File: config.mk
export PLATFORM = sky130hd
export DESIGN_NAME = bj_resolve_flat
export DESIGN_NICKNAME = d
export VERILOG_FILES = /design/src/rtl/bj_resolve_if.sv /design/src/rtl/bj_resolve.sv /design/src/flat_wrapper.sv
export SDC_FILE = /design/constraint.sdc
export NUM_CORES = 1
export LEC_CHECK = 0
export BUFFER_PORTS_ARGS = -buffer_cell sky130_fd_sc_hd__buf_2
export CAP_MARGIN = 20
export CORE_UTILIZATION = 45
export DETAILED_ROUTE_END_ITERATION = 8
export GPL_TIMING_DRIVEN = 0
export HOLD_SLACK_MARGIN = 0.08
export PLACE_DENSITY = 0.76
export SLEW_MARGIN = 10
export SYNTH_ARGS = -nofsm -noshare
export SYNTH_HDL_FRONTEND = slang
export SYNTH_SLANG_ARGS = --single-unit
File: constraint.sdc
create_clock -name clk -period 3.5 [get_ports clk]
set_input_delay 0 -clock clk [delete_from_list [all_inputs] [get_ports clk]]
set_output_delay 0 -clock clk [all_outputs]
set_load 0.03 [all_outputs]
File: src/rtl/bj_resolve_if.sv
// Execute-stage branch resolution bundle: instruction in, registered outcome and redirect out.
// Optional statistics signals exist only when BJ_STATS_EN is defined.
interface bj_resolve_if;
  logic        stall;
  logic        in_valid;
  logic [63:0] pc;
  logic [4:0]  rd;
  logic [63:0] data1;
  logic [63:0] data2;
  logic [63:0] imm;
  logic [7:0]  bj_op;
  logic        redirect_ack;

  logic        out_valid;
  logic [63:0] out_pc;
  logic [4:0]  out_rd;
  logic [63:0] result;
  logic        bj_en;
  logic [63:0] bj_pc;
  logic        misalign;
  logic        flush;
  logic        busy;
`ifdef BJ_STATS_EN
  logic [31:0] stat_taken;
  logic [31:0] stat_nottaken;
  logic [31:0] stat_mispredict_cycles;
`endif

  modport master (
`ifdef BJ_STATS_EN
    input  stat_taken, stat_nottaken, stat_mispredict_cycles,
`endif
    output stall, in_valid, pc, rd, data1, data2, imm, bj_op, redirect_ack,
    input  out_valid, out_pc, out_rd, result, bj_en, bj_pc, misalign, flush, busy
  );

  modport slave (
`ifdef BJ_STATS_EN
    output stat_taken, stat_nottaken, stat_mispredict_cycles,
`endif
    input  stall, in_valid, pc, rd, data1, data2, imm, bj_op, redirect_ack,
    output out_valid, out_pc, out_rd, result, bj_en, bj_pc, misalign, flush, busy
  );
endinterface

File: src/rtl/bj_resolve.sv
// Branch/jump resolution: evaluates the op, holds the redirect until acked, then flushes.
// Define BJ_STATS_EN to add saturating taken/not-taken/mispredict-cycle counters.
module bj_resolve #(
  parameter int unsigned FLUSH_DEPTH = 2,
  parameter logic [63:0] RESET_PC    = 64'h0
) (
  input logic         clk,
  input logic         rst_n,
  bj_resolve_if.slave bus
);

  typedef enum logic [1:0] {ST_IDLE, ST_REDIRECT, ST_FLUSH} state_e;

  localparam logic [2:0] FLUSH_INIT = 3'(FLUSH_DEPTH);

  state_e      state_q, state_d;
  logic [2:0]  cnt_q, cnt_d;
  logic        out_valid_q, misalign_q;
  logic [63:0] out_pc_q, result_q, bj_pc_q;
  logic [4:0]  out_rd_q;

  logic        capture, taken, is_jump;
  logic [63:0] target, link;

  assign capture = bus.in_valid & ~bus.stall & (state_q == ST_IDLE);

  // Only exact one-hot encodings match; zero or multi-hot ops fall to not-taken.
  always_comb begin
    taken   = 1'b0;
    is_jump = 1'b0;
    case (bus.bj_op)
      8'h80:   taken = (bus.data1 == bus.data2);
      8'h40:   taken = (bus.data1 != bus.data2);
      8'h20:   taken = ($signed(bus.data1) <  $signed(bus.data2));
      8'h10:   taken = ($signed(bus.data1) >= $signed(bus.data2));
      8'h08:   taken = (bus.data1 <  bus.data2);
      8'h04:   taken = (bus.data1 >= bus.data2);
      8'h02:   begin taken = 1'b1; is_jump = 1'b1; end
      8'h01:   begin taken = 1'b1; is_jump = 1'b1; end
      default: taken = 1'b0;
    endcase
  end

  assign target = (bus.bj_op == 8'h01) ? ((bus.data1 + bus.imm) & ~64'h1)
                                       : (bus.pc + bus.imm);
  assign link   = is_jump ? (bus.pc + 64'd4) : '0;

  always_comb begin
    state_d = state_q;
    cnt_d   = cnt_q;
    case (state_q)
      ST_IDLE:
        if (capture && taken && !target[1]) state_d = ST_REDIRECT;
      ST_REDIRECT:
        if (bus.redirect_ack) begin
          state_d = ST_FLUSH;
          cnt_d   = FLUSH_INIT;
        end
      ST_FLUSH:
        if (cnt_q <= 3'd1) begin
          state_d = ST_IDLE;
          cnt_d   = '0;
        end else begin
          cnt_d = cnt_q - 3'd1;
        end
      default: begin
        state_d = ST_IDLE;
        cnt_d   = '0;
      end
    endcase
  end

  always_ff @(posedge clk or negedge rst_n) begin
    if (!rst_n) begin
      state_q     <= ST_IDLE;
      cnt_q       <= '0;
      out_valid_q <= 1'b0;
      out_pc_q    <= RESET_PC;
      out_rd_q    <= '0;
      result_q    <= '0;
      misalign_q  <= 1'b0;
      bj_pc_q     <= RESET_PC;
    end else begin
      state_q     <= state_d;
      cnt_q       <= cnt_d;
      out_valid_q <= capture;
      misalign_q  <= capture & taken & target[1];
      if (capture) begin
        out_pc_q <= bus.pc;
        out_rd_q <= bus.rd;
        result_q <= link;
      end
      // bj_pc also reflects a misaligned target so the fault address is visible.
      if (capture && taken) bj_pc_q <= target;
    end
  end

  assign bus.out_valid = out_valid_q;
  assign bus.out_pc    = out_pc_q;
  assign bus.out_rd    = out_rd_q;
  assign bus.result    = result_q;
  assign bus.misalign  = misalign_q;
  assign bus.bj_pc     = bj_pc_q;
  assign bus.bj_en     = (state_q == ST_REDIRECT);
  assign bus.flush     = (state_q == ST_FLUSH);
  assign bus.busy      = (state_q != ST_IDLE);

`ifdef BJ_STATS_EN
  logic [31:0] stat_taken_q, stat_nottaken_q, stat_mis_q;
  logic        op_valid;

  assign op_valid = $onehot(bus.bj_op);

  always_ff @(posedge clk or negedge rst_n) begin
    if (!rst_n) begin
      stat_taken_q    <= '0;
      stat_nottaken_q <= '0;
      stat_mis_q      <= '0;
    end else begin
      if (capture && op_valid && taken && stat_taken_q != '1)
        stat_taken_q <= stat_taken_q + 32'd1;
      if (capture && op_valid && !taken && stat_nottaken_q != '1)
        stat_nottaken_q <= stat_nottaken_q + 32'd1;
      if (state_q != ST_IDLE && stat_mis_q != '1)
        stat_mis_q <= stat_mis_q + 32'd1;
    end
  end

  assign bus.stat_taken             = stat_taken_q;
  assign bus.stat_nottaken          = stat_nottaken_q;
  assign bus.stat_mispredict_cycles = stat_mis_q;
`endif

endmodule

File: src/flat_wrapper.sv
// flat-port wrapper written by rule: the top's interface ports become plain ports
module bj_resolve_flat 
#(
  parameter int unsigned FLUSH_DEPTH = 2,
  parameter logic [63:0] RESET_PC    = 64'h0
)
  (clk, rst_n, bus_stall, bus_in_valid, bus_pc, bus_rd, bus_data1, bus_data2, bus_imm, bus_bj_op, bus_redirect_ack, bus_out_valid, bus_out_pc, bus_out_rd, bus_result, bus_bj_en, bus_bj_pc, bus_misalign, bus_flush, bus_busy);
  bj_resolve_if bus_i ();
  input logic clk;
  input logic rst_n;
  input wire logic [$bits(bus_i.stall)-1:0] bus_stall;
  input wire logic [$bits(bus_i.in_valid)-1:0] bus_in_valid;
  input wire logic [$bits(bus_i.pc)-1:0] bus_pc;
  input wire logic [$bits(bus_i.rd)-1:0] bus_rd;
  input wire logic [$bits(bus_i.data1)-1:0] bus_data1;
  input wire logic [$bits(bus_i.data2)-1:0] bus_data2;
  input wire logic [$bits(bus_i.imm)-1:0] bus_imm;
  input wire logic [$bits(bus_i.bj_op)-1:0] bus_bj_op;
  input wire logic [$bits(bus_i.redirect_ack)-1:0] bus_redirect_ack;
  output wire logic [$bits(bus_i.out_valid)-1:0] bus_out_valid;
  output wire logic [$bits(bus_i.out_pc)-1:0] bus_out_pc;
  output wire logic [$bits(bus_i.out_rd)-1:0] bus_out_rd;
  output wire logic [$bits(bus_i.result)-1:0] bus_result;
  output wire logic [$bits(bus_i.bj_en)-1:0] bus_bj_en;
  output wire logic [$bits(bus_i.bj_pc)-1:0] bus_bj_pc;
  output wire logic [$bits(bus_i.misalign)-1:0] bus_misalign;
  output wire logic [$bits(bus_i.flush)-1:0] bus_flush;
  output wire logic [$bits(bus_i.busy)-1:0] bus_busy;
  assign bus_i.stall = bus_stall;
  assign bus_i.in_valid = bus_in_valid;
  assign bus_i.pc = bus_pc;
  assign bus_i.rd = bus_rd;
  assign bus_i.data1 = bus_data1;
  assign bus_i.data2 = bus_data2;
  assign bus_i.imm = bus_imm;
  assign bus_i.bj_op = bus_bj_op;
  assign bus_i.redirect_ack = bus_redirect_ack;
  assign bus_out_valid = bus_i.out_valid;
  assign bus_out_pc = bus_i.out_pc;
  assign bus_out_rd = bus_i.out_rd;
  assign bus_result = bus_i.result;
  assign bus_bj_en = bus_i.bj_en;
  assign bus_bj_pc = bus_i.bj_pc;
  assign bus_misalign = bus_i.misalign;
  assign bus_flush = bus_i.flush;
  assign bus_busy = bus_i.busy;
  bj_resolve #(.FLUSH_DEPTH(FLUSH_DEPTH), .RESET_PC(RESET_PC)) u_core (.clk(clk), .rst_n(rst_n), .bus(bus_i));
endmodule
; Word level (Yosys, flattened, before mapping)
; Cells that the tools add are included.
[totals]
output_inout_bits = 202
word_cells = 57
register_bits = 204
inputBits = 274
[op_classes]
n_addsub = 4
n_bitwise = 6
magnitude_cmp = 5
n_reduce_logical = 8
eq_ne = 15
mux = 11
[ops]
columns = op, count
row1 = adder 64 bit, 2
row2 = greater-or-equal comparator 64 bit, 2
row3 = < comparator 64 bit, 2
row4 = two-way mux 64 bit, 2
row5 = adder 64 x 3 -> 64 bit (second input constant), 1
row6 = equality test 64 bit, 1
row7 = != test 64 bit, 1
row8 = case mux 3 bit (3 select lines), 1
row9 = equality test 8 x 1 -> 1 bit (second input constant), 1
row10 = equality test 8 x 2 -> 1 bit (second input constant), 1
row11 = equality test 8 x 3 -> 1 bit (second input constant), 1
row12 = equality test 8 x 4 -> 1 bit (second input constant), 1
row13 = equality test 8 x 5 -> 1 bit (second input constant), 1
row14 = equality test 8 x 6 -> 1 bit (second input constant), 1
row15 = equality test 8 x 7 -> 1 bit (second input constant), 1
row16 = equality test 8 bit (second input constant), 1
row17 = case mux 1 bit (7 select lines), 1
row18 = two-way mux 2 bit, 3
row19 = two-way mux 3 bit, 2
row20 = case mux 2 bit (3 select lines), 1
row21 = bitwise AND 1 bit, 4
row22 = != test 2 bit (second input constant), 2
row23 = less-or-equal comparator 3 x 1 -> 1 bit (second input constant), 1
row24 = AND reduction 3 bit, 1
row25 = 12 further kinds, 14

; Logic depth before layout (Yosys ltp)
[logic_depth]
depth_word = 7
depth_mapped = 16
depth_no_buf = 15

; Worst setup path after synthesis
; Ideal clock, no wire load.
[synth_timing]
path_kind = input-to-reg
startpoint = input bus_data2[62]
endpoint = register u_core.bj_pc_q[33] (netlist: u_core.bus.bj_pc[33])
arrival_ns = 3.063
setup_slack_ns = 0.312
required_ns = 3.375
path_stages = 15
n_path_buf = 2
cell_sequence = inv_1 ha_1 nand4_2 or4_4 nand2b_1 o22ai_1 nand2_1 and4_1 o311a_1 a311oi_2 nor3_1 o31a_1 buf_6 buf_6 mux2_4
[synth_via]
elab_chain_cells = 3
[synth_rtl]
columns = item, line
row1 = from (decl), flat_wrapper.sv:16  ; input wire logic [$bits(bus_i.data2)-1:0] bus_data2;
row2 = greater-or-equal comparator 64 bit (tied with other cells), bj_resolve.sv:37  ; 8'h04: taken = (bus.data1 >= bus.data2);
row3 = case mux 1 bit (7 select lines) (*), bj_resolve.sv:31  ; case (bus.bj_op)
row4 = logical AND 1 bit (*), bj_resolve.sv:94  ; if (capture && taken) bj_pc_q <= target;
row5 = to (signal assigned), bj_resolve.sv:94
row6 = to (decl), bj_resolve.sv:19  ; logic [63:0] out_pc_q, result_q, bj_pc_q;
; Mark *: on every way between the ends. The rest lies on a longest branch, timed or not.
; A chain may end at the register's enable or synchronous reset.

; Worst setup path after layout
[layout_timing]
startpoint = input bus_pc[7]
endpoint = register u_core.result_q[63] (netlist: u_core.bus.result[63])
[layout_via]
elab_chain_cells = 2
[layout_rtl]
columns = item, line
row1 = from (decl), flat_wrapper.sv:13  ; input wire logic [$bits(bus_i.pc)-1:0] bus_pc;
row2 = adder 64 x 3 -> 64 bit, bj_resolve.sv:46  ; assign link = is_jump ? (bus.pc + 64'd4) : '0;
row3 = two-way mux 64 bit, bj_resolve.sv:46
row4 = to (signal assigned), bj_resolve.sv:91  ; result_q <= link;
row5 = to (decl), bj_resolve.sv:19
; Every way passes these cells.

==> flow_metrics.env <==
export IMPL_peakVddDrop_v=0.000368
export IMPL_start_util=0.457
export IMPL_portBuffers=474
export IMPL_cts_sinks=204
export IMPL_synthesis_instances=2350
export IMPL_met3_usage=0.0531
export IMPL_critical_path_peak_fanout=7
export IMPL_die_area_um2=41300
export IMPL_first_pass_drt_iterations=8
export IMPL_final_setup_viol_count=0
export IMPL_layout_area_overhead_vs_synth_pct=28.6
export IMPL_postSynthNetCount=2822
export IMPL_grt_pass1_vias=19837
export IMPL_grt_busiest_layer="met2"
export IMPL_cp_required_ps=3920
export IMPL_utilization_after_layout=0.588
export IMPL_max_cap_violations=0
export IMPL_rows=73
export IMPL_slew_viol_final=0
export IMPL_post_synth_cell_area_avg_um2=7.75
export IMPL_synthFlopType="sky130_fd_sc_hd__dfrtp_1"
export IMPL_grt_setup_unrepaired="true"
export IMPL_fp_dieW_um=203
export IMPL_leakage_nw=12.1
export IMPL_top_level_ports=476
export IMPL_gp_routability_congestion=1.04
export IMPL_cts_buffers=26
export IMPL_grt_antenna_before_repair=2
export IMPL_post_drt_via_cell_ratio=5.92
export IMPL_avgRoutedWirePerCell_um=22.4
export IMPL_pin_count_of_the_biggest_net_entering_global_routing=81
export IMPL_relSlewSlack=0.298
export IMPL_first_pass_grt_wire_length_um=116000
export IMPL_timing_critical_path_from_type="primary input"
export IMPL_critPathCaptureType="flip-flop"
export IMPL_drc=0
export IMPL_timing_fmax_mhz=292
export IMPL_seq_area_frac_synth=0.280
export IMPL_grt_met1_usage=0.480
export IMPL_holdCritPathClass="in -> reg"
export IMPL_detail_route_wirelength_um=78400
export IMPL_fin_ws_ps=71.2
export IMPL_syn_cell_area_um2=18200
export IMPL_timing_worst_setup_path_type="in -> reg"
export IMPL_fraction_of_the_cycle_the_final_worst_path_needs=0.980
export IMPL_nNetsFinal=3434
export IMPL_fraction_of_final_layout_cells_sized_beyond_drive_strength_1=0.196
export IMPL_gr_total_overflow=0
export IMPL_cts_max_path_buffers=3
export IMPL_pre_cts_ws_ps=-1080
export IMPL_dieHeight_um=203
export IMPL_ant_nets_after_route=0
export IMPL_dr_total_vias=20744
export IMPL_grt_usage=0.367
export IMPL_timing_critical_path_arrival_ps=3850
export IMPL_worst_slew_pin_transition_ps=1050
export IMPL_use_met2=0.608
export IMPL_fin_worst_skew_ps=28.2
export IMPL_finalCriticalPeriod_ps=3430
export IMPL_clock_tree_from_tritoncts="yes"
export IMPL_clk_insertion_delay_late_ps=580
export IMPL_synth_warnings=0
export IMPL_yosys_reg_bits=204
export IMPL_hpwlAfterDp_um=61300
export IMPL_status="finished clean"
export IMPL_cts_htree_levels=1
export IMPL_post_synth_num_cell_types=67
export IMPL_core_area_um2=39800
export IMPL_drt_initial_drc_count=1719
export IMPL_cts_root_buf="sky130_fd_sc_hd__clkbuf_16"
export IMPL_synth_async_sr_flop_share=1.00
export IMPL_number_of_synthesized_flops_with_an_enable_pin=0
export IMPL_fillCellCount=3705
export IMPL_hold_viol=0
export IMPL_power_density_over_cell_area_nw_per_um2=444
export IMPL_path_clk_slew_ps=60
-- flip-flops by register name, indices dropped and copies added (netlist names) --
signal and cells:
u_core.bus.result 64, u_core.bus.misalign 1, u_core.bus.out_rd 5, u_core.bus.out_valid 1, u_core.bus.out_pc 64, u_core.cnt_q 3
u_core.bus.bj_pc 64, u_core.state_q 2
-- Yosys cell counts, types with 35 or more instances --
master                     number  area share
sky130_fd_sc_hd__o21ai_0      159       0.044
sky130_fd_sc_hd__nor2_1       193       0.040
sky130_fd_sc_hd__dfrtp_1      204        0.28
sky130_fd_sc_hd__and3_1        35       0.012
sky130_fd_sc_hd__clkbuf_1      76       0.016
sky130_fd_sc_hd__xor2_1        81       0.039
sky130_fd_sc_hd__nand2_1      397       0.082
sky130_fd_sc_hd__ha_1         196        0.13
sky130_fd_sc_hd__inv_1        110       0.023
sky130_fd_sc_hd__nand3_1       71       0.020
sky130_fd_sc_hd__a21oi_1      229       0.063
sky130_fd_sc_hd__a21o_1       105       0.043
sky130_fd_sc_hd__xnor2_1       92       0.044
sky130_fd_sc_hd__nand4_1       52       0.018
-- what timing repair did --
action | CTS | global route
pin swaps | 2 | 6
hold endpoints to repair | 351 | 0
gates cloned | 0 | 0
gates resized for setup | 14 | 40
setup endpoints to repair | 67 | 68
hold buffers | 108 | 0
buffers inserted | 1 | 0
-- per-stage QoR --
step	power (mW)	cells	instance area [um2]	hold WS, ps	setup TNS (ps)
after floorplan	5.95	2350	18200	-296	0
after global placement	7.40	3349	21200	196	-294050
after detailed placement	7.50	3352	21300	-38.3	-65280
after CTS	10.3	3504	23300	81.6	0
after global routing	10.9	3503	23400	128	-55.0
final	10.4	3503	23400	93.7	0
-- path summary, 6_finish.rpt --
path	start	endpoint	slack, ps	cells past startpoint
setup / recovery	bus_pc[7]	u_core.bus.result[63]	70	12
min in group asynchronous	rst_n	u_core.bus.out_pc[63]	560	4
setup reg to reg	u_core.state_q[0]	u_core.bus.result[0]	230	9
hold reg to reg	u_core.bus.result[3]	u_core.bus.result[3]	470	2
hold / removal	bus_data1[2]	u_core.bus.bj_pc[2]	90	5
max in group asynchronous	rst_n	u_core.bus.bj_pc[17]	2510	4
-- power breakdown --
| part | switching (mW) | leakage (nW) | internal [mW] |
|---|---|---|---|
| Sequential | 0.259 | 2.72 | 2.81 |
| Clock | 1.16 | 0.405 | 1.54 |
| Combinational | 3.10 | 8.94 | 1.52 |
-- cells by family after synthesis --
group / after synthesis / share of synthesized area
simple gates: 864 / 0.211
compound gates: 691 / 0.234
buf+inv: 206 / 0.0458
flops: 204 / 0.280
fa+ha+maj: 198 / 0.137
xor+xnor: 173 / 0.0832
mux: 14 / 0.00866
-- critical path, stage by stage --
cell	delay, ps
sky130_fd_sc_hd__dlygate4sd3_1	520
sky130_fd_sc_hd__buf_2	170
sky130_fd_sc_hd__and3_1	250
sky130_fd_sc_hd__nand4_1	190
sky130_fd_sc_hd__nor3_1	600
sky130_fd_sc_hd__and2_1	370
sky130_fd_sc_hd__nor2b_1	680
sky130_fd_sc_hd__and3_1	310
sky130_fd_sc_hd__nand2b_1	140
sky130_fd_sc_hd__nor3_1	200
sky130_fd_sc_hd__xnor2_1	290
sky130_fd_sc_hd__o21ai_1	110
-- metal layers --
metal / vias to the layer above / share of wire
li1: 9571 / -
met1: 9995 / 0.41
met2: 977 / 0.46
met3: 199 / 0.079
met4: 2 / 0.046
met5: - / 0.00014
-- cell usage in the layout, fill, tap and decap left out, drive strengths merged, types with 92 or more instances in the layout --
cell type / count
o21ai: 161
dfrtp: 204
ha: 196
buf: 500
nor2: 193
inv: 111
a21oi: 229
dlygate4sd3: 107
a21o: 105
clkbuf: 101
xnor2: 92
nand2: 397
-- final cells by class --
class,count,area [um2],share of cell area
multi-input combinational,1940,12400,0.531
sequential,204,5100,0.218
timing repair buffer,586,3550,0.152
clock buffer,30,686,0.0293
tap,525,657,0.0280
buffer,92,428,0.0183
inverter,112,420,0.0179
clock inverter,13,135,0.00577
antenna,1,2.50,0.000107
Note: power is estimated with default switching activity, not from simulation.
